--- src/rtl/stdp_pkg.sv ---
// Shared STDP synapse constants, FSM state encoding and the dt-to-step mapping.
package stdp_pkg;
  localparam int WEIGHT_W = 8;
  localparam int CNT_W = 4;
  localparam logic [WEIGHT_W-1:0] W_INIT = 8'd128;
  localparam int A_MAX = 16;

  typedef enum logic {IDLE, APPLY} state_t;

  // Step size halves for every quarter of the timing window.
  function automatic logic [WEIGHT_W-1:0] step(input logic [CNT_W-1:0] dt);
    logic [WEIGHT_W-1:0] amax;
    amax = WEIGHT_W'(A_MAX);
    return amax >> dt[CNT_W-1:CNT_W-2];
  endfunction
endpackage

--- src/rtl/spike_timer.sv ---
// Cycles since the last spike, valid for 2**CNT_W cycles after it; no backpressure.
module spike_timer
  import stdp_pkg::*;
(
  input  logic             clk,
  input  logic             rst,
  input  logic             spike,
  output logic [CNT_W-1:0] cnt,
  output logic             vld
);

  always_ff @(posedge clk or posedge rst) begin
    if (rst) begin
      cnt <= '0;
      vld <= 1'b0;
    end else if (spike) begin
      cnt <= '0;
      vld <= 1'b1;
    end else if (vld) begin
      // Saturated count ends the window instead of wrapping.
      if (cnt == {CNT_W{1'b1}}) vld <= 1'b0;
      else cnt <= cnt + CNT_W'(1);
    end
  end

endmodule

--- src/rtl/stdp_synapse.sv ---
// Pair-based STDP synapse: update captured on the triggering spike, applied one cycle later;
// syn_current is the registered weight gated by pre_spike. No backpressure.
module stdp_synapse
  import stdp_pkg::*;
(
  input  logic                clk,
  input  logic                rst,
  input  logic                pre_spike,
  input  logic                post_spike,
  input  logic                learn_en,
  output logic [WEIGHT_W-1:0] weight,
  output logic [WEIGHT_W-1:0] syn_current,
  output logic [CNT_W-1:0]    time_diff,
  output logic                update_w_flag,
  output logic                ltp
);

  logic [CNT_W-1:0]    pre_cnt, post_cnt, cap_dt, dt_q;
  logic                pre_vld, post_vld;
  logic                ltp_ev, ltd_ev, capture, apply, dir_q;
  logic [WEIGHT_W-1:0] step_q, w_next;
  logic [WEIGHT_W:0]   sum, diff;
  state_t              state, next_state;

  spike_timer u_pre_timer (
    .clk   (clk),
    .rst   (rst),
    .spike (pre_spike),
    .cnt   (pre_cnt),
    .vld   (pre_vld)
  );

  spike_timer u_post_timer (
    .clk   (clk),
    .rst   (rst),
    .spike (post_spike),
    .cnt   (post_cnt),
    .vld   (post_vld)
  );

  // Coincident spikes qualify neither direction.
  assign ltp_ev  = learn_en & post_spike & ~pre_spike & pre_vld;
  assign ltd_ev  = learn_en & pre_spike & ~post_spike & post_vld;
  assign capture = ltp_ev | ltd_ev;
  assign cap_dt  = ltp_ev ? pre_cnt : post_cnt;

  always_ff @(posedge clk or posedge rst) begin
    if (rst) state <= IDLE;
    else     state <= next_state;
  end

  always_comb begin
    next_state = IDLE;
    apply      = 1'b0;
    case (state)
      IDLE:  if (capture) next_state = APPLY;
      APPLY: begin
        apply = 1'b1;
        if (capture) next_state = APPLY;
      end
    endcase
  end

  always_ff @(posedge clk or posedge rst) begin
    if (rst) begin
      dt_q   <= '0;
      dir_q  <= 1'b0;
      step_q <= '0;
    end else if (capture) begin
      dt_q   <= cap_dt;
      dir_q  <= ltp_ev;
      step_q <= step(cap_dt);
    end
  end

  // One extra bit carries overflow/borrow for clamping.
  always_comb begin
    sum  = {1'b0, weight} + {1'b0, step_q};
    diff = {1'b0, weight} - {1'b0, step_q};
    if (dir_q) w_next = sum[WEIGHT_W]  ? {WEIGHT_W{1'b1}} : sum[WEIGHT_W-1:0];
    else       w_next = diff[WEIGHT_W] ? '0               : diff[WEIGHT_W-1:0];
  end

  always_ff @(posedge clk or posedge rst) begin
    if (rst) begin
      weight        <= W_INIT;
      syn_current   <= '0;
      time_diff     <= '0;
      update_w_flag <= 1'b0;
      ltp           <= 1'b0;
    end else begin
      syn_current   <= pre_spike ? weight : '0;
      update_w_flag <= apply;
      if (apply) begin
        weight    <= w_next;
        time_diff <= dt_q;
        ltp       <= dir_q;
      end
    end
  end

endmodule

--- config.mk ---
export PLATFORM = sky130hd
export DESIGN_NAME = stdp_synapse
export DESIGN_NICKNAME = d
export VERILOG_FILES = /design/src/rtl/stdp_pkg.sv /design/src/rtl/spike_timer.sv /design/src/rtl/stdp_synapse.sv
export SDC_FILE = /design/constraint.sdc
export NUM_CORES = 1
export LEC_CHECK = 0
export ABC_CLOCK_PERIOD_IN_PS = 2050
export BUFFER_PORTS_ARGS = -buffer_cell sky130_fd_sc_hd__buf_2
export CORE_MARGIN = 2
export CORE_UTILIZATION = 50
export DETAILED_ROUTE_END_ITERATION = 16
export PLACE_DENSITY = 0.83
export SLEW_MARGIN = 15
export SYNTH_ARGS = -nofsm -noshare
export SYNTH_HDL_FRONTEND = slang
export SYNTH_SLANG_ARGS = --single-unit
--- constraint.sdc ---
create_clock -name clk -period 2.05 [get_ports clk]
set_clock_uncertainty 0.2 [all_clocks]
set_input_delay 0.1025 -clock clk [delete_from_list [all_inputs] [get_ports clk]]
set_output_delay 0.1025 -clock clk [all_outputs]
set_load 0.01 [all_outputs]
-- Word level (Yosys, flattened, before mapping)
Index checks and enable logic that the tools add are counted.
- input port bits: 5
- logic and storage cells: 54
- register bits after elaboration: 46
- $add $sub $neg: 4
- bitwise logic cells: 9
- reduce and logical (&&, ||, !) cells: 4
- shifts and indexed selects: 1
- eq/ne operators: 4
- multiplexer cells: 19
- operator list (kind ; number):
    2-to-1 mux 8 bit ; 4
    2-to-1 mux 4 bit ; 7
    adder 8 x 8 -> 9 bit ; 1
    subtractor 8 x 8 -> 9 bit ; 1
    adder 4 x 1 -> 4 bit, second input constant ; 2
    equality test 4 bit, second input constant ; 2
    2-to-1 mux 1 bit ; 8
    >> shifter 5 x 2 -> 8 bit, first input constant ; 1
    AND 1 bit ; 6
    != test 2 bit, second input constant ; 2
    AND reduction 2 bit ; 2
    nonzero test 2 bit ; 2
    NOT 1 bit ; 2
    OR 1 bit ; 1

-- Depth between registers and ports, before layout
- word-level depth: 5
- mapped depth: 8
- mapped depth without buffers: 7

-- Cells and area by module
A second synthesis with hierarchy kept.
- cell total of the unflattened synthesis: 216
- area, all modules: 2274.7 µm²
- by module, submodules not included (module ; sequential area each (µm²) ; instances ; cells each ; area an instance (µm²)):
    stdp_synapse ; 802.0 ; 1 ; 170 ; 1741.7
    spike_timer ; 125.1 ; 2 ; 23 ; 266.5

-- Worst setup path before layout
Ideal clock, no wire load.
- path kind: register -> register
- start: register weight[1]
- end: register weight[7]
- slack: -0.084 ns
- required time: 1.762 ns
- stages on the path, launching flop included: 8
- arrival time: 1.845 ns
- cells stage by stage: dfrtp_1 -> ha_1 -> fa_1 -> nor2b_1 -> o311ai_1 -> mux2i_1 -> a221oi_1 -> o21ai_1
- cells in the longest elaborated chain, start to end: 3
- elaborated cells between the ends (all ways): 5
- those cells by class: add/sub: 2; mux: 3
- ends and longest elaborated chain (what ; line ; source):
    start: declaration ; stdp_synapse.sv:11 ; output logic [WEIGHT_W-1:0] weight,
    start signal: assignment ; stdp_synapse.sv:95 ; weight <= w_next;
    subtractor 8 x 8 -> 9 bit or adder 8 x 8 -> 9 bit (tied branches) ; stdp_synapse.sv:79, stdp_synapse.sv:78 ;
    2-to-1 mux 8 bit, on equally long branches ; stdp_synapse.sv:81, stdp_synapse.sv:80 ;
    2-to-1 mux 8 bit (*) ; stdp_synapse.sv:80 ; if (dir_q) w_next = sum[WEIGHT_W] ? {WEIGHT_W{1'b1}} : sum[WEIGHT_W-1:0];
Mark *: on every way between the ends. The rest lies on a longest branch, timed or not.
A chain may end at the register's enable or synchronous reset.

-- Worst setup path after layout
- start: register weight[3]
- end: register weight[4]
Same word-level chain as after synthesis.

==> reports/qor.csv <==
metric,value,unit
run status,"finished, violations left",
violated checks,negative setup slack,
average size of a mapped cell,10.4,sq um
Final Core Density,65.1,%
post-detailed-route count of antenna-violating nets,0,
flip-flop and latch count after synthesis,42,
Final period util,100,%
category of the most critical setup path,reg2reg,
post-synthesis sequential area ratio,47.1,%
post-synth cell types,54,
post-layout min period,2060,ps
Setup crit end kind,register,
Reg-to-Reg End,weight[4],
buffer cell driving the clock tree root,sky130_fd_sc_hd__clkbuf_8,
max-cap violations,0,
vias per cell,5.70,
clock transition at the register clock pins on the worst setup and hold paths after CTS,80,ps
number of cell instances on the worst register-to-register path,5,
launch point of the worst reg-to-reg path,weight[3],
number of global-route vias before repair,1880,
iteration count of the initial detailed-routing pass,5,
TritonCTS clock tree,yes,
Final Hold Viols,0,
wire length of the first global-routing pass,8920,um
clock latency on the worst-skew pair,290,ps
Worst Tran Pin Value,530,ps
pins over their slew limit,0,
data arrival time at the worst-slack endpoint,2030,ps
total clock buffers created by CTS,5,
WL final,5210,um
initial cell density of the core,51.7,%
Reg2Reg Setup Slack,-9,ps
IO Port Bufs,26,
crit-path max cell delay,540,ps
"Async S/R FF share, synth",100,%
design area,2820,sq um
Slew Limit Headroom,64.7,%
master of the slowest instance on the critical path,sky130_fd_sc_hd__or4_1,
overall routing resource usage,22.8,%
power per standard cell area,1210,nW/um^2
warnings from Yosys,0,
WL per Instance,16.3,um
GRT overflow,0,
diode count,0,
summed instance area of the synthesized netlist,2240,sq um
# IOs,27,
critical path startpoint category,register,
Crit path buffers/inverters,1,
top cell type's share of synthesized area,45.9,%
Total Die Area,5020,sq um
Static Leak,1.34,nW
count of H-tree levels built during CTS,2,
largest net degree at the start of global routing,43,
core region area,4320,sq um
highest ir drop seen on vdd,0.484,mV
share of cells above drive strength 1,33.2,%
total power of the final layout,3.41,mW
vertical die dimension,70.9,um
half-perimeter wire length of the detailed placement result,3600,um
final layout net count,285,
ranking of synthesized cells by area,"sky130_fd_sc_hd__dfrtp_1 (46%), sky130_fd_sc_hd__ha_1 (6.2%), sky130_fd_sc_hd__a21oi_1 (4.0%), sky130_fd_sc_hd__nand2_1 (3.2%), sky130_fd_sc_hd__mux2i_1 (2.7%)",
final critical-path setup slack,-8.63,ps
"Primary FF master, synth",sky130_fd_sc_hd__dfrtp_1,
"critical path, cell by cell",buf_4 -> ha_1 -> or4_1 -> a21oi_1 -> o221ai_2,
Worst Setup Slack post-DPL,-82.3,ps
initial antenna violation count,0,
GP Congestion,0.917,
Site Rows,24,
number of clock sinks,42,
Post-Syn Nets,233,
P&R area growth vs syn,25.9,%
crit-path max FO,4,
clk buf depth,2,
via count of the routed design,1824,
post-synth top area cell,sky130_fd_sc_hd__dfrtp_1,
instance count of the mapped netlist,216,
DRC violation count after routing,0,
RSZ-0062 raised after global routing,yes,
count of flip-flops with a built-in enable after synthesis,0,
width of the die,70.9,um
top achievable clock speed,486,MHz
top cell family by delay on the critical path,simple AND/OR/NAND/NOR gates,
"Req. time, crit path",2020,ps
type of the worst min-delay path,in2async,
DRC marker count from the first detailed-route iteration,105,
final setup violating endpoints,1,
placed standard-cell area,2570,sq um
==> power breakdown <==
group          switching, mW  internal (mW)  leakage [nW]
clock                  0.278          0.390        0.0573
combinational          0.844          0.758         0.766
sequential             0.151          0.994         0.517
total                   1.27           2.14          1.34
==> worst min-delay path, delay by kind of cell <==
kind	cells	cell delay, ps
buffers and inverters	4	1130
==> cell families (layout without fill, tap and decap cells) <==
kind of cell    count (synthesis)  in the layout  synth area share [%]
compound gates                 51             51                  16.0
xor+xnor                        5              5                  1.96
fa+ha+maj                      12             12                  7.05
buf+inv                        22             74                  4.81
flops                          42             42                  47.1
mux                            10             10                  4.70
simple gates                   74             74                  18.4
==> flip-flops by register name (all words and copies together) (netlist names) <==
| signal | flops |
|---|---|
| syn_current | 8 |
| weight | 8 |
| dt_q | 4 |
| step_q | 4 |
| time_diff | 4 |
| u_post_timer.cnt | 4 |
| u_pre_timer.cnt | 4 |
| dir_q | 1 |
| ltp | 1 |
| state | 1 |
| u_post_timer.vld | 1 |
| u_pre_timer.vld | 1 |
| update_w_flag | 1 |
==> layout make-up <==
| cell class | instances | area [sq um] |
|---|---|---|
| well taps | 52 | 65.1 |
| repair buffers | 53 | 343 |
| fillers | 352 | 1510 |
| inverters | 14 | 52.6 |
| clock inverters | 1 | 30.0 |
| clock buffers | 6 | 82.6 |
| flip-flops and latches | 42 | 1060 |
| multi-input cells | 152 | 1190 |
==> per-stage QoR <==
| step | hold WS [ps] | cells | TNS [ps] |
|---|---|---|---|
| final | 284 | 320 | -8.63 |
| after global routing | 307 | 320 | -266 |
| after CTS | 290 | 319 | -2.01 |
| after detailed placement | 77.2 | 306 | -256 |
| after global placement | 49.8 | 306 | -58.9 |
| after floorplan | 10.9 | 216 | -3.64 |
==> routing by layer <==
metal	track usage, %	up-vias	wire (um)
met5	0	-	0
met4	8.18	0	109
met3	4.13	13	223
met2	40.8	52	2640
met1	27.5	901	2230
li1	-	858	-
==> cell usage in the layout (no fill, tap or decap), types with 3 or more instances in the layout <==
cell | netlist | final
sky130_fd_sc_hd__dfrtp_1 | 41 | 38
sky130_fd_sc_hd__buf_2 | 2 | 26
sky130_fd_sc_hd__buf_4 | 2 | 23
sky130_fd_sc_hd__nand2_1 | 19 | 19
sky130_fd_sc_hd__a21oi_1 | 18 | 17
sky130_fd_sc_hd__inv_1 | 13 | 13
sky130_fd_sc_hd__and2_1 | 9 | 9
sky130_fd_sc_hd__nand3_1 | 8 | 8
sky130_fd_sc_hd__nor2_1 | 10 | 8
sky130_fd_sc_hd__ha_1 | 11 | 8
sky130_fd_sc_hd__o21ai_0 | 8 | 7
sky130_fd_sc_hd__mux2i_1 | 6 | 6
sky130_fd_sc_hd__clkbuf_8 | 0 | 6
sky130_fd_sc_hd__mux2_2 | 4 | 4
sky130_fd_sc_hd__nand2b_1 | 4 | 4
sky130_fd_sc_hd__dlygate4sd3_1 | 0 | 4
sky130_fd_sc_hd__xor2_1 | 3 | 3
sky130_fd_sc_hd__nor3_1 | 3 | 3
sky130_fd_sc_hd__nor2b_1 | 5 | 3
sky130_fd_sc_hd__ha_4 | 0 | 3
sky130_fd_sc_hd__dfrtp_2 | 0 | 3
==> Yosys cell counts (all sizes together), types with 2 or more instances <==
master  instances
nand4b          2
a22o            2
nand3           8
o221ai          3
o21bai          2
and4b           2
buf             6
dfrtp          41
mux2i           6
nor2b           5
o21ai           9
o31ai           3
clkbuf          2
or3             3
nand2          19
inv            14
nor3            3
nor3b           2
xor2            3
nand2b          5
or4             2
nor2           10
and2            9
xnor2           2
nor4            2
mux2            4
a21oi          19
ha             11
o211ai          2
==> worst max path at each step <==
stage / start / endpoint / slack (ps) / cells past startpoint
after CTS: weight[2] / weight[4] / -2 / 6
after detailed placement: step_q[1] / weight[7] / -80 / 7
after global routing: weight[1] / weight[7] / -80 / 7
after floorplan: weight[1] / weight[7] / -4 / 7
after global placement: step_q[2] / weight[4] / -40 / 7
final: weight[3] / weight[4] / -9 / 5
==> what timing repair did <==
action | CTS | global route
endpoints found under the hold margin | 53 | 0
gates resized for setup | 8 | 8
setup buffers | 2 | 1
hold buffers | 4 | 0
gates cloned | 0 | 0
setup endpoints to repair | 7 | 12
pin swaps | 4 | 4
No activity file was read; power rests on OpenSTA's default activity.
